===== src/rtl/elastic_skid_fifo_pkg.sv =====
// Shared stream helpers: count width and
// parameter legality predicates.
package stream_pkg;

  function automatic int cnt_w(input int depth);
    return $clog2(depth + 1);
  endfunction

  function automatic bit depth_ok(input int depth);
    return (depth >= 2) &&
           ((depth & (depth - 1)) == 0);
  endfunction

  function automatic bit thresh_ok(
    input int depth,
    input int th
  );
    return (th >= 1) && (th <= depth);
  endfunction

endpackage


===== src/rtl/elastic_skid_fifo_if.sv =====
// Valid/ready stream bundle around the
// elastic skid fifo, with fill-level outputs.
interface elastic_skid_fifo_if
  import stream_pkg::*;
#(
  parameter int WIDTH = 8,
  parameter int DEPTH = 4
);
  localparam int CW = cnt_w(DEPTH);

  logic [WIDTH-1:0] i_data;
  logic             i_valid;
  logic             o_ready;
  logic [WIDTH-1:0] o_data;
  logic             o_valid;
  logic             i_ready;
  logic [CW-1:0]    o_count;
  logic             o_almost_full;

  modport master (
    output i_data,
    output i_valid,
    output i_ready,
    input  o_ready,
    input  o_data,
    input  o_valid,
    input  o_count,
    input  o_almost_full
  );

  modport slave (
    input  i_data,
    input  i_valid,
    input  i_ready,
    output o_ready,
    output o_data,
    output o_valid,
    output o_count,
    output o_almost_full
  );

endinterface


===== src/rtl/elastic_skid_fifo_mem.sv =====
// DEPTH x WIDTH register file: sync write,
// async read, contents never reset.
module elastic_buffer_mem #(
  parameter int WIDTH = 8,
  parameter int DEPTH = 4,
  parameter int AW    = $clog2(DEPTH)
) (
  input  logic             clk,
  input  logic             we,
  input  logic [AW-1:0]    waddr,
  input  logic [WIDTH-1:0] wdata,
  input  logic [AW-1:0]    raddr,
  output logic [WIDTH-1:0] rdata
);

  logic [WIDTH-1:0] mem [DEPTH];

  always_ff @(posedge clk) begin
    if (we) mem[waddr] <= wdata;
  end

  assign rdata = mem[raddr];

endmodule


===== src/rtl/elastic_skid_fifo.sv =====
// Elastic valid/ready buffer: DEPTH entries,
// registered ready, optional empty bypass.
module elastic_skid_fifo
  import stream_pkg::*;
#(
  parameter int WIDTH        = 8,
  parameter int DEPTH        = 4,
  parameter int BYPASS       = 1,
  parameter int AFULL_THRESH = DEPTH - 1
) (
  input logic             clk,
  input logic             rst,
  elastic_skid_fifo_if.slave bus
);

  localparam int PW = $clog2(DEPTH);
  localparam int CW = cnt_w(DEPTH);

  if (!depth_ok(DEPTH)) begin : g_bad_depth
    $error("DEPTH must be a power of two >= 2");
  end
  if (!thresh_ok(DEPTH, AFULL_THRESH)) begin : g_bad_th
    $error("AFULL_THRESH must be in 1..DEPTH");
  end

  logic [PW-1:0]    wr_ptr;
  logic [PW-1:0]    rd_ptr;
  logic [CW-1:0]    count;
  logic [CW-1:0]    count_next;
  logic             ready_q;
  logic             empty;
  logic             bypass_taken;
  logic             in_fire;
  logic             out_fire;
  logic             wr_en;
  logic             rd_en;
  logic             valid;
  logic [WIDTH-1:0] data;
  logic [WIDTH-1:0] rd_data;

  // Bypass only while empty, so order is kept.
  always_comb begin
    empty        = (count == '0);
    bypass_taken = (BYPASS != 0) && empty;
    in_fire      = bus.i_valid & ready_q;
    valid        = !empty;
    data         = rd_data;
    if (bypass_taken) begin
      valid = in_fire;
      data  = bus.i_data;
    end
    out_fire   = valid & bus.i_ready;
    wr_en      = in_fire & !(bypass_taken & out_fire);
    rd_en      = out_fire & !empty;
    count_next = count + CW'(wr_en) - CW'(rd_en);
  end

  always_ff @(posedge clk or negedge rst) begin
    if (!rst) begin
      wr_ptr  <= '0;
      rd_ptr  <= '0;
      count   <= '0;
      ready_q <= 1'b0;
    end else begin
      if (wr_en) wr_ptr <= wr_ptr + PW'(1);
      if (rd_en) rd_ptr <= rd_ptr + PW'(1);
      count   <= count_next;
      ready_q <= (count_next < CW'(DEPTH));
    end
  end

  elastic_buffer_mem #(
    .WIDTH (WIDTH),
    .DEPTH (DEPTH)
  ) u_mem (
    .clk   (clk),
    .we    (wr_en),
    .waddr (wr_ptr),
    .wdata (bus.i_data),
    .raddr (rd_ptr),
    .rdata (rd_data)
  );

  assign bus.o_valid       = valid;
  assign bus.o_data        = data;
  assign bus.o_ready       = ready_q;
  assign bus.o_count       = count;
  assign bus.o_almost_full =
    (count >= CW'(AFULL_THRESH));

endmodule


===== src/flat_wrapper.sv =====
// flat-port wrapper written by rule: the top's interface ports become plain ports
module elastic_skid_fifo_flat import stream_pkg::*;
#(
  parameter int WIDTH        = 8,
  parameter int DEPTH        = 4,
  parameter int BYPASS       = 1,
  parameter int AFULL_THRESH = DEPTH - 1
)
  (clk, rst, bus_i_data, bus_i_valid, bus_i_ready, bus_o_ready, bus_o_data, bus_o_valid, bus_o_count, bus_o_almost_full);
  elastic_skid_fifo_if #(.WIDTH(WIDTH), .DEPTH(DEPTH)) bus_i ();
  input logic clk;
  input logic rst;
  input wire logic [$bits(bus_i.i_data)-1:0] bus_i_data;
  input wire logic [$bits(bus_i.i_valid)-1:0] bus_i_valid;
  input wire logic [$bits(bus_i.i_ready)-1:0] bus_i_ready;
  output wire logic [$bits(bus_i.o_ready)-1:0] bus_o_ready;
  output wire logic [$bits(bus_i.o_data)-1:0] bus_o_data;
  output wire logic [$bits(bus_i.o_valid)-1:0] bus_o_valid;
  output wire logic [$bits(bus_i.o_count)-1:0] bus_o_count;
  output wire logic [$bits(bus_i.o_almost_full)-1:0] bus_o_almost_full;
  assign bus_i.i_data = bus_i_data;
  assign bus_i.i_valid = bus_i_valid;
  assign bus_i.i_ready = bus_i_ready;
  assign bus_o_ready = bus_i.o_ready;
  assign bus_o_data = bus_i.o_data;
  assign bus_o_valid = bus_i.o_valid;
  assign bus_o_count = bus_i.o_count;
  assign bus_o_almost_full = bus_i.o_almost_full;
  elastic_skid_fifo #(.WIDTH(WIDTH), .DEPTH(DEPTH), .BYPASS(BYPASS), .AFULL_THRESH(AFULL_THRESH)) u_core (.clk(clk), .rst(rst), .bus(bus_i));
endmodule

===== config.mk =====
export PLATFORM = sky130hd
export DESIGN_NAME = elastic_skid_fifo_flat
export DESIGN_NICKNAME = d
export VERILOG_FILES = /design/src/rtl/elastic_skid_fifo_pkg.sv /design/src/rtl/elastic_skid_fifo_if.sv /design/src/rtl/elastic_skid_fifo_mem.sv /design/src/rtl/elastic_skid_fifo.sv /design/src/flat_wrapper.sv
export SDC_FILE = /design/constraint.sdc
export NUM_CORES = 1
export LEC_CHECK = 0
export ABC_AREA = 1
export CAP_MARGIN = 40
export CORE_ASPECT_RATIO = 1.25
export CORE_MARGIN = 1.5
export CORE_UTILIZATION = 48
export CTS_BUF_LIST = sky130_fd_sc_hd__clkbuf_16
export CTS_CLUSTER_SIZE = 28
export DETAILED_ROUTE_END_ITERATION = 16
export PLACE_DENSITY = 0.7
export SLEW_MARGIN = 20
export SYNTH_ARGS = -nofsm -noshare
export SYNTH_HDL_FRONTEND = slang
export SYNTH_SLANG_ARGS = --single-unit

===== constraint.sdc =====
create_clock -name clk -period 5 [get_ports clk]
set_input_delay 0.5 -clock clk [delete_from_list [all_inputs] [get_ports clk]]
set_output_delay 0.5 -clock clk [all_outputs]
set_load 0.02 [all_outputs]

== After elaboration in Yosys (flattened, before gate mapping) ==
Memories as Yosys holds them, arrays and structs flattened.
Cells that the tools add are included.

* Register bits after elaboration: 8
* Bits in writable memories: 32
* Bits of input ports: 12
* Word-level logic and storage cells: 23
* Memories kept: 1

* Add/sub/neg operators: 4
* Magnitude comparators: 2
* Mux-type cells: 4
* Bitwise logic cells: 5
* Reductions and logical operators: 3

{| class="wikitable"
|+ Memories
! memory !! depth !! bits a word !! rd ports !! clocked after memory_dff !! write ports !! RTL line !! RTL
|-
| u_core.u_mem.mem || 4 || 8 || 1 || 0 || 1 || elastic_skid_fifo_mem.sv:16 || <nowiki>logic [WIDTH-1:0] mem [DEPTH];</nowiki>
|}

{| class="wikitable"
|+ Operators by type and width
! operator !! number
|-
| $mux 8 || 1
|-
| $and 1x1->1 || 5
|-
| $add 2x1->2 const B || 2
|-
| $add 3x1->3 || 1
|-
| $ge 3x2->1 const B || 1
|-
| $logic_not 3->1 || 1
|-
| $lt 3x3->1 const B || 1
|-
| $mux 1 || 3
|-
| $sub 3x1->3 || 1
|-
| $logic_not 1->1 || 2
|}

== Depth between registers and ports, before layout ==
Gate-level depths: netlist (run 1).

* Word-level depth: 10
* Gate-level depth with buffers: 11
* Gate-level depth less buffers: 11

== By module ==
A second synthesis (run 1) with hierarchy kept.

* Cell total of the unflattened synthesis: 206
* Area total of the unflattened synthesis: 1920.6 um^2

{| class="wikitable"
|+ By module, submodules not included
! module !! times used !! cells each !! area each (um^2) !! seq. area each (um^2)
|-
| elastic_buffer_mem || 1 || 133 || 1387.6 || 960.9
|-
| elastic_skid_fifo || 1 || 73 || 533.0 || 200.2
|}

== Least setup slack after synthesis (run 1) ==
No wires, ideal clock.

* Path kind: register -> register
* From: register u_core.count[0], in the netlist u_core.bus.o_count[0]
* To: register u_core.count[2], in the netlist u_core.bus.o_count[2]
* Setup time: 121 ps
* Data arrival time: 1912 ps
* Data required time: 4879 ps
* Slack: 2967 ps
* Cell stages (with the launch flop): 12
* Path buffers: 0
* Path through: dfrtp_1 > nor2_4 > nand2_4 > nand2_2 > inv_1 > ha_1 > inv_1 > ha_1 > inv_1 > fa_1 > xor2_1 > inv_1

* Elaborated cells on any way between the ends: 10
* Those cells by class: 2 x add/sub; 1 x mux; 4 x bitwise; 3 x reduce/logical

{| class="wikitable"
|+ RTL lines
! what !! RTL line !! RTL
|-
| start, declared || elastic_skid_fifo.sv:28 || <nowiki>logic [CW-1:0] count;</nowiki>
|-
| start signal, assigned || elastic_skid_fifo.sv:67 || <nowiki>count <= count_next;</nowiki>
|-
| $logic_not 3->1 (*) || elastic_skid_fifo.sv:43 || <nowiki>empty = (count == '0);</nowiki>
|-
| $logic_not 1->1 || elastic_skid_fifo.sv:46, elastic_skid_fifo.sv:54 ||
|-
| $mux 1 || elastic_skid_fifo.sv:48 || <nowiki>if (bypass_taken) begin</nowiki>
|-
| $and 1x1->1 || elastic_skid_fifo.sv:52 || <nowiki>out_fire = valid & bus.i_ready;</nowiki>
|-
| $and 1x1->1 (*) || elastic_skid_fifo.sv:54 || <nowiki>rd_en = out_fire & !empty;</nowiki>
|-
| named net u_core.rd_en || elastic_skid_fifo.sv:36 || <nowiki>logic rd_en;</nowiki>
|-
| $sub 3x1->3 (*) || elastic_skid_fifo.sv:55 || <nowiki>count_next = count + CW'(wr_en) - CW'(rd_en);</nowiki>
|-
| named net u_core.count_next[2] || elastic_skid_fifo.sv:29 || <nowiki>logic [CW-1:0] count_next;</nowiki>
|}

The timed path passes the listed nets; every way through them passes the cells marked *.
A chain may end at the register's enable or synchronous reset.

== Worst setup path in the final report (run 1) ==
* From: register u_core.rd_ptr[0]
* To: output bus_o_data[7]

* Longest elaborated chain between the ends: 2

{| class="wikitable"
|+ Ends and longest elaborated chain
! what !! RTL line !! RTL
|-
| start, declared || elastic_skid_fifo.sv:27 || <nowiki>logic [PW-1:0] rd_ptr;</nowiki>
|-
| start signal, assigned || elastic_skid_fifo.sv:66 || <nowiki>if (rd_en) rd_ptr <= rd_ptr + PW'(1);</nowiki>
|-
| $mem_v2 4x8 || - ||
|-
| $mux 8 || elastic_skid_fifo.sv:48 ||
|-
| end, declared || flat_wrapper.sv:17 || <nowiki>output wire logic [$bits(bus_i.o_data)-1:0] bus_o_data;</nowiki>
|}

Every way passes these cells.

==> flow_summary.json, run 1 <==
{
  "synth.yosys.seq_area_share": 0.584,
  "grt_start_max_net_pins": 19,
  "r2r.worst_path.cells": 11,
  "drc_errors": 0,
  "netlist.area_leader.share": 0.483,
  "htree_levels": 2,
  "synth_area_leader_cell": "edfxtp_1",
  "final_common_cell": "nand2_1",
  "critPathMaxStageDelay_ns": 0.81,
  "synth-warning-count": 0,
  "cts-hold-fix-buffers": 0,
  "viasPerCell": 4.64,
  "cts.root.buffer_cell": "clkbuf_16",
  "grt_antenna_before_repair": 0,
  "hold_path.class": "in2async",
  "cts.clk_slew.worst_paths_ns": 0.05,
  "filler_cell_count": 365,
  "cts_tree": "done",
  "synthFlopType": "edfxtp_1",
  "final_util": 0.599,
  "status": "finished clean",
  "average_cell_area_after_synthesis_um2": 9.61,
  "critical_path.max_fanout": 18,
  "highest_count_cells_in_the_layout_ignoring_fill_and_taps": "nand2_1, inv_1, edfxtp_1",
  "dieArea_um2": 4540,
  "final.period_utilization": 0.551,
  "count_of_tritonroute_iterations_in_the_first_routing_pass": 4,
  "die_h_um": 75.0,
  "worst_path_dominant_cell_family": "flip-flops",
  "rsz0062_at_grt": "no",
  "ys_top_cells_by_area": "edfxtp_1, nand2_1, dfrtp_1, inv_1, nand3_1",
  "gr-total-overflow": 0,
  "cts_buffer_depth": 2,
  "achievable-frequency_mhz": 363,
  "critical_path.slowest_cell": "dfrtp_1",
  "finish.net_count": 257,
  "cts_sinks": 40,
  "synth_edf_count": 32,
  "drv_cap": 0,
  "place.gp.congestion": 0.691,
  "pin_count": 26,
  "power.share.combinational": 0.459,
  "worst-path-buf-inv": 2,
  "critical_path.reg2reg.startpoint": "u_core.bus.o_count[0]$_DFF_PN0_",
  "final.setup_skew_ns": 0.00175,
  "switchingPower_uw": 588,
  "dpl.hpwl_um": 2460,
  "yosysUniqueCellTypes": 21,
  "ir_worst_vdd_v": 0.000330,
  "cp-end-kind": "primary output",
  "worstPathArrival_ns": 2.26,
  "finalMaxSlewViolations": 0,
  "starting_density_of_the_core": 0.493,
  "cts_inserted_buffers": 5,
  "asyncSetResetFlopFracSynth": 0.200,
  "p_int_uw": 901,
  "path_class": "reg2out",
  "postCtsResizedCells": 0,
  "power.switching_fraction": 0.395,
  "port_buffers": 25,
  "worst_setup_path_start_kind": "register",
  "post_synth_instance_area_um2": 1990,
  "wl_per_cell_um": 12.5,
  "clock_power_share": 0.195,
  "antenna_left": 0,
  "postSynthCellCount": 207,
  "ratio_of_cells_with_drive_above_1_in_the_final_layout": 0.109,
  "final.setup.tns_ns": 0,
  "area.growth.synth_to_final_pct": 21.4,
  "drtIter0Drc": 41,
  "r2r_setup_slack_ns": 2.87,
  "core_area_um2": 4030,
  "clkLatencyLatePin_ns": 0.28,
  "cellPowerDensity_nw_per_um2": 616,
  "synth_seq_cells": 40,
  "postSynthNetCount": 227,
  "finalWorstPathRequiredPeriod_ns": 2.76,
  "groute.usage.overall": 0.189,
  "crit-reg2reg-capture": "u_core.bus.o_count[2]$_DFF_PN0_",
  "stdcell_count": 294,
  "detail_route.wirelength_um": 3660,
  "total_power_uw": 1490,
  "post-cts-setup-buffers": 0,
  "power_leakage_uw": 0.00116,
  "die_w_um": 60.6,
  "n_antenna_cell": 0,
  "crit_path_cell_trace": "inv_6 -> nand2_1 -> nand3_1 -> nand2_1 -> nand2_1 -> nand2_1 -> clkdlybuf4s50_1",
  "grt_first_pass_wirelength_um": 6070,
  "max-slew-margin-rel": 0.477,
  "dp_cells": 284,
  "final-hold-violation-count": 0,
  "seqPwrFrac": 0.347,
  "fp-row-count": 26,
  "data_required_time_at_the_worst_endpoint_ns": 4.50,
  "tightestPinTransition_ns": 0.782,
  "first_global_vias": 1328,
  "setup_viol": 0,
  "routed-via-count": 1365,
  "crit_top_cell": "nand2_1"
}
## cell type report
type / instances / area, um2 / area share
Sequential cell: 40 / 1160 / 0.481
Clock inverter: 3 / 11.3 / 0.00466
Timing Repair Buffer: 27 / 265 / 0.110
Inverter: 51 / 196 / 0.0813
Tap cell: 56 / 70.1 / 0.0290
Clock buffer: 5 / 125 / 0.0518
Multi-Input combinational cell: 112 / 587 / 0.243
## per-stage QoR
| stage | setup WS [ns] | hold WS [ns] | cell area [um2] |
|---|---|---|---|
| after floorplan | 2.97 | 0.204 | 1990 |
| after global placement | 2.61 | 0.519 | 2260 |
| after detailed placement | 2.56 | 0.526 | 2260 |
| after CTS | 2.25 | 0.521 | 2400 |
| after global routing | 2.10 | 0.545 | 2420 |
| final | 2.24 | 0.512 | 2420 |
## cell usage after synthesis (2+ instances only)
cell	number
nand2_1	63
inv_1	46
edfxtp_1	32
nand3_1	18
nand2_2	11
dfrtp_1	8
ha_1	7
inv_2	4
nor2_1	4
buf_6	2
xor2_1	2
## routing by layer
layer,GRT usage,routed length (um),vias to the layer above
li1,-,-,686
met1,0.230,1510,645
met3,0.0361,148,6
met2,0.329,1950,28
met4,0.0725,62,0
met5,0,0,-
## registers in the layout, indices dropped and copies added (netlist names)
signal,cells
u_core.u_mem.mem,32
u_core.bus.o_count,3
u_core.rd_ptr,2
u_core.wr_ptr,2
u_core.bus.o_ready,1
## kinds of logic after synthesis
kind of cell / synth area share
adder cells (fa/ha/maj): 0.0541
XOR/XNOR: 0.0132
AO/OA/AOI/OAI: 0.00503
AND/OR/NAND/NOR: 0.223
buffers and inverters: 0.121
flip-flops: 0.584
## power groups by stage
stage	sequential [uW]	combinational (uW)	clock, uW
floorplan	497	476	0
global placement	520	671	0
detailed placement	523	683	0
CTS	517	691	295
global route	527	769	308
finish	516	683	290
## how the worst max path moves through the flow
| stage | start | endpoint | depth (start not counted) |
|---|---|---|---|
| 6_report | u_core.rd_ptr[0]$_DFFE_PN0P_ | bus_o_data[7] | 7 |
| 5_1_grt | u_core.rd_ptr[0]$_DFFE_PN0P_ | bus_o_data[7] | 7 |
| 4_1_cts | u_core.rd_ptr[0]$_DFFE_PN0P_ | bus_o_data[7] | 7 |
| 3_5_place_dp | u_core.rd_ptr[0]$_DFFE_PN0P_ | bus_o_data[6] | 7 |
| 3_3_place_gp | u_core.rd_ptr[0]$_DFFE_PN0P_ | bus_o_data[7] | 7 |
| 2_1_floorplan | u_core.bus.o_count[0]$_DFF_PN0_ | u_core.bus.o_count[2]$_DFF_PN0_ | 11 |
## worst register-to-register path, cell delays in order, from the launching register on
cell and delay (ns):
dfrtp_1 0.42, nor2_4 0.16, nand2_4 0.13, nand2_2 0.12, inv_1 0.06, ha_1 0.27
inv_1 0.06, ha_1 0.13, inv_1 0.05, fa_1 0.38, xor2_1 0.20, inv_1 0.05
(Power assumes the default switching activity.)
==> run 2: changes to the inputs <==
- clock period: 5 -> 2.9 ns (I/O delays scaled with it)
==> run 2 against run 1 <==
Effect of this change: design area grew 2.1%; non-clock buffer count grew 3; cell count grew 1.0%; utilization grew 1.2 points; sequential cell count is the same; total power grew 82%; wire length grew 0.14%; setup slack lost 1.7 ns; highest routed layer unchanged.
==> flow_summary.json, run 2 (synthesis results as in run 1) <==
{
  "finish.net_count": 260,
  "clkLatencyLatePin_ns": 0.29,
  "rsz0062_at_grt": "no",
  "cts_tree": "done",
  "area.sequential_um2": 1160,
  "drv_cap": 0,
  "status": "finished clean",
  "cts.root.buffer_cell": "clkbuf_16",
  "achievable-frequency_mhz": 433,
  "groute.usage.overall": 0.189,
  "critical_path.slowest_cell": "dfrtp_1",
  "wl_per_cell_um": 12.4,
  "filler_cell_count": 366,
  "startpoint": "u_core.rd_ptr[0]$_DFFE_PN0P_",
  "gr-total-overflow": 0,
  "critical_path.max_fanout": 17,
  "ratio_of_cells_with_drive_above_1_in_the_final_layout": 0.129,
  "postCtsResizedCells": 0,
  "tightestPinTransition_ns": 0.481,
  "htree_levels": 2,
  "grt_antenna_before_repair": 0,
  "worst_setup_path_start_kind": "register",
  "cts_inserted_buffers": 5,
  "crit_path_cell_trace": "inv_6 -> nand2_1 -> nand3_1 -> nand2_1 -> nand2_1 -> nand2_1 -> clkdlybuf4s50_1",
  "final-hold-violation-count": 0,
  "die_w_um": 60.6,
  "power_leakage_uw": 0.00118,
  "final.period_utilization": 0.797,
  "drc_errors": 0,
  "dieArea_um2": 4540,
  "viasPerCell": 4.50,
  "die_h_um": 75.0,
  "cellPowerDensity_nw_per_um2": 1100,
  "highest_count_cells_in_the_layout_ignoring_fill_and_taps": "nand2_1, inv_1, edfxtp_1",
  "final.setup_skew_ns": 0.00554,
  "crit_top_cell": "nand2_1",
  "cts_buffer_depth": 2,
  "count_of_tritonroute_iterations_in_the_first_routing_pass": 4,
  "finalWorstSetupSlack_ns": 0.590,
  "first_global_vias": 1277,
  "n_antenna_cell": 0,
  "dpl.hpwl_um": 2510,
  "place.gp.congestion": 0.723,
  "critPathMaxStageDelay_ns": 0.59,
  "grt_first_pass_wirelength_um": 5910,
  "setup_viol": 0,
  "cts-hold-fix-buffers": 0,
  "critical_path.reg2reg.startpoint": "u_core.bus.o_count[0]$_DFF_PN0_",
  "worstPathArrival_ns": 2.02,
  "grt_start_max_net_pins": 18,
  "final_common_cell": "nand2_1",
  "routed-via-count": 1337,
  "multiInputGateArea_um2": 587,
  "post-cts-setup-buffers": 0,
  "pin_count": 26,
  "largest_register": "u_core.u_mem.mem",
  "max-slew-margin-rel": 0.678,
  "port_buffers": 25,
  "ir_worst_vdd_v": 0.000673,
  "path_class": "reg2out",
  "cp-end-kind": "primary output",
  "fp-row-count": 26,
  "detail_route.wirelength_um": 3670,
  "data_required_time_at_the_worst_endpoint_ns": 2.61,
  "drtIter0Drc": 51,
  "cts_sinks": 40,
  "antenna_left": 0,
  "starting_density_of_the_core": 0.493,
  "finalMaxSlewViolations": 0,
  "core_area_um2": 4030,
  "area.growth.synth_to_final_pct": 24.0,
  "cts.clk_slew.worst_paths_ns": 0.05,
  "hold_path.class": "in2async",
  "final.setup.tns_ns": 0,
  "largest_register_ffs": 32,
  "finalWorstPathRequiredPeriod_ns": 2.31,
  "dp_worst_setup_slack_ns": 0.768
}
run 2: final timing paths:
path                                                   end  slack [ns]  cells past startpoint
max in group asynchronous  u_core.bus.o_count[0]$_DFF_PN0_        2.32                      1
min in group clk              u_core.wr_ptr[1]$_DFFE_PN0P_        0.54                      2
min                           u_core.rd_ptr[1]$_DFFE_PN0P_        0.30                      1
max reg2reg                u_core.bus.o_count[2]$_DFF_PN0_        0.79                     11
min reg2reg                   u_core.wr_ptr[1]$_DFFE_PN0P_        0.54                      2
max                                          bus_o_data[7]        0.59                      7
run 2: per-layer routing:
metal | global-route usage | vias to the layer above | share of wire
met5 | 0 | - | 0
met4 | 0.0966 | 0 | 0.018
met3 | 0.0567 | 6 | 0.035
met2 | 0.325 | 21 | 0.52
met1 | 0.210 | 617 | 0.43
li1 | - | 693 | -
run 2: layout make-up:
class,instances,share of cell area
inverter,51,0.0797
tap,56,0.0284
clock buffer,5,0.0507
timing repair buffer,30,0.117
multi-input combinational,112,0.238
sequential,40,0.471
clock inverter,3,0.0157
run 2: worst max-delay path: cells and delay by family (launching register included):
| kind | cells | cell delay (ns) |
|---|---|---|
| DFF | 1 | 0.59 |
| and+or+nand+nor | 5 | 0.38 |
| buffers and inverters | 2 | 0.75 |
run 2: power by group:
| part | internal, uW | switching (uW) | total (uW) |
|---|---|---|---|
| sequential | 750 | 119 | 869 |
| combinational | 513 | 716 | 1230 |
| clock | 401 | 210 | 611 |
run 2: metrics by stage:
step	std cells	total power [uW]	cell area [um2]	util	hold WS, ns
2_1_floorplan	207	1680	1990	-	-0.00559
3_3_place_gp	289	2100	2300	0.571	0.517
3_5_place_dp	289	2120	2300	0.571	0.530
4_1_cts	297	2750	2470	0.611	0.307
5_1_grt	297	2910	2470	0.611	0.325
6_report	297	2710	2470	0.611	0.296
==> run 3: changes to the inputs <==
- clock period: 2.9 -> 2.2 ns (I/O delays scaled with it)
==> run 3 against run 2 <==
Effect of this change: sequential power up 32%; worst hold slack worse by 0.067 ns; critical path depth down 1; largest power group unchanged; clock power up 30%.
==> flow_summary.json, run 3 (synthesis results as in run 1) <==
{
  "grt_antenna_before_repair": 0,
  "post-cts-setup-buffers": 0,
  "finalMaxSlewViolations": 0,
  "r2r_setup_slack_ns": 0.23,
  "dieArea_um2": 4540,
  "cellPowerDensity_nw_per_um2": 1410,
  "detail_route.wirelength_um": 3620,
  "max-slew-margin-rel": 0.746,
  "cp-end-kind": "primary output",
  "hold_path.class": "in2async",
  "data_required_time_at_the_worst_endpoint_ns": 1.98,
  "final_common_cell": "nand2_1",
  "largest_register": "u_core.u_mem.mem",
  "cts-hold-fix-buffers": 0,
  "worst_setup_path_start_kind": "register",
  "place.gp.congestion": 0.747,
  "port_buffers": 25,
  "critical_path.max_fanout": 9,
  "gr-total-overflow": 0,
  "area.growth.synth_to_final_pct": 26.2,
  "worstPathArrival_ns": 1.83,
  "achievable-frequency_mhz": 489,
  "grt_first_pass_wirelength_um": 5850,
  "final.period_utilization": 0.930,
  "final.setup_skew_ns": 0.00386,
  "largest_register_ffs": 32,
  "final_area_um2": 2510,
  "setup_viol": 0,
  "total_power_uw": 3530,
  "fp-row-count": 26,
  "critical_path.reg2reg.startpoint": "u_core.bus.o_count[0]$_DFF_PN0_",
  "drc_errors": 0,
  "critical_path.endpoint": "bus_o_valid",
  "htree_levels": 2,
  "die_w_um": 60.6,
  "highest_count_cells_in_the_layout_ignoring_fill_and_taps": "nand2_1, inv_1, edfxtp_1",
  "core_area_um2": 4030,
  "status": "finished clean",
  "rsz0062_at_grt": "no",
  "power_leakage_uw": 0.00127,
  "first_global_vias": 1244,
  "ratio_of_cells_with_drive_above_1_in_the_final_layout": 0.148,
  "antenna_left": 0,
  "final-hold-violation-count": 0,
  "path_class": "reg2out",
  "routed-via-count": 1351,
  "cts_buffer_depth": 2,
  "wl_per_cell_um": 12.1,
  "drtIter0Drc": 59,
  "die_h_um": 75.0,
  "ir_worst_vdd_v": 0.000821,
  "clkLatencyLatePin_ns": 0.28,
  "r2r.worst_path.cells": 11,
  "cts_inserted_buffers": 5,
  "cts_sinks": 40,
  "cts.root.buffer_cell": "clkbuf_16",
  "viasPerCell": 4.50,
  "n_antenna_cell": 0,
  "crit-reg2reg-capture": "u_core.bus.o_count[2]$_DFF_PN0_",
  "pin_count": 26,
  "count_of_tritonroute_iterations_in_the_first_routing_pass": 4,
  "dpl_cell_area_um2": 2320,
  "finalWorstPathRequiredPeriod_ns": 2.05,
  "grt_start_max_net_pins": 18,
  "final.setup.tns_ns": 0,
  "tightestPinTransition_ns": 0.380,
  "finish.net_count": 263,
  "cts_tree": "done",
  "cts.clk_slew.worst_paths_ns": 0.05,
  "groute.usage.overall": 0.183,
  "filler_cell_count": 352,
  "starting_density_of_the_core": 0.493,
  "drv_cap": 0,
  "startpoint": "u_core.bus.o_count[1]$_DFF_PN0_",
  "dpl.hpwl_um": 2460
}
run 3: cell count changes in the layout (fill, tap and decap cells not counted), sizes merged:
cell / change
buf: +3
clkdlybuf4s50: -8
dlymetal6s2s: +7
dlygate4sd2: +1
run 3: layout make-up:
| type | count | area, um2 | share of cell area |
|---|---|---|---|
| flip-flops and latches | 40 | 1160 | 0.464 |
| inverters | 51 | 199 | 0.0793 |
| clock buffers | 5 | 125 | 0.0499 |
| repair buffers | 33 | 327 | 0.130 |
| multi-input cells | 112 | 587 | 0.234 |
| clock inverters | 3 | 38.8 | 0.0155 |
| well taps | 56 | 70.1 | 0.0279 |
run 3: metal layers:
layer,share of wire,up-vias,GRT usage
met5,0,-,0
li1,-,702,-
met4,0.010,0,0.0580
met2,0.52,23,0.314
met3,0.028,4,0.0412
met1,0.44,622,0.227
run 3: worst min path at each step:
stage | cells past startpoint | endpoint | from
floorplan | 0 | u_core.bus.o_count[0]$_DFF_PN0_ | rst
global placement | 1 | u_core.bus.o_count[1]$_DFF_PN0_ | rst
detailed placement | 2 | u_core.wr_ptr[0]$_DFFE_PN0P_ | u_core.wr_ptr[0]$_DFFE_PN0P_
CTS | 1 | u_core.bus.o_count[1]$_DFF_PN0_ | rst
global route | 1 | u_core.bus.o_count[1]$_DFF_PN0_ | rst
finish | 1 | u_core.bus.o_count[1]$_DFF_PN0_ | rst
run 3: power breakdown:
part           switching, uW  total [uW]  internal, uW
logic                    935        1590           655
registers                160        1150           993
clock network            264         792           528
total                   1360        3530          2180
run 3: critical path, cell delays in order, from the launching register on:
cell	delay [ns]
dfrtp_1	0.46
inv_2	0.08
nand2_4	0.08
buf_4	0.18
inv_4	0.09
nand2_1	0.06
clkdlybuf4s50_1	0.59
run 3: through the flow:
step | worst slack, ns | cells | util | hold slack [ns]
floorplan | 0.167 | 207 | - | -0.0756
global placement | 0.169 | 292 | 0.576 | 0.522
detailed placement | 0.152 | 292 | 0.576 | 0.529
CTS | 0.0342 | 300 | 0.618 | 0.235
global route | 0.0620 | 300 | 0.622 | 0.256
finish | 0.153 | 300 | 0.622 | 0.229
run 3: timing repair:
action / in CTS / in global routing
endpoints found under the setup margin: 8 / 7
pin swaps: 0 / 0
resized for setup: 4 / 7
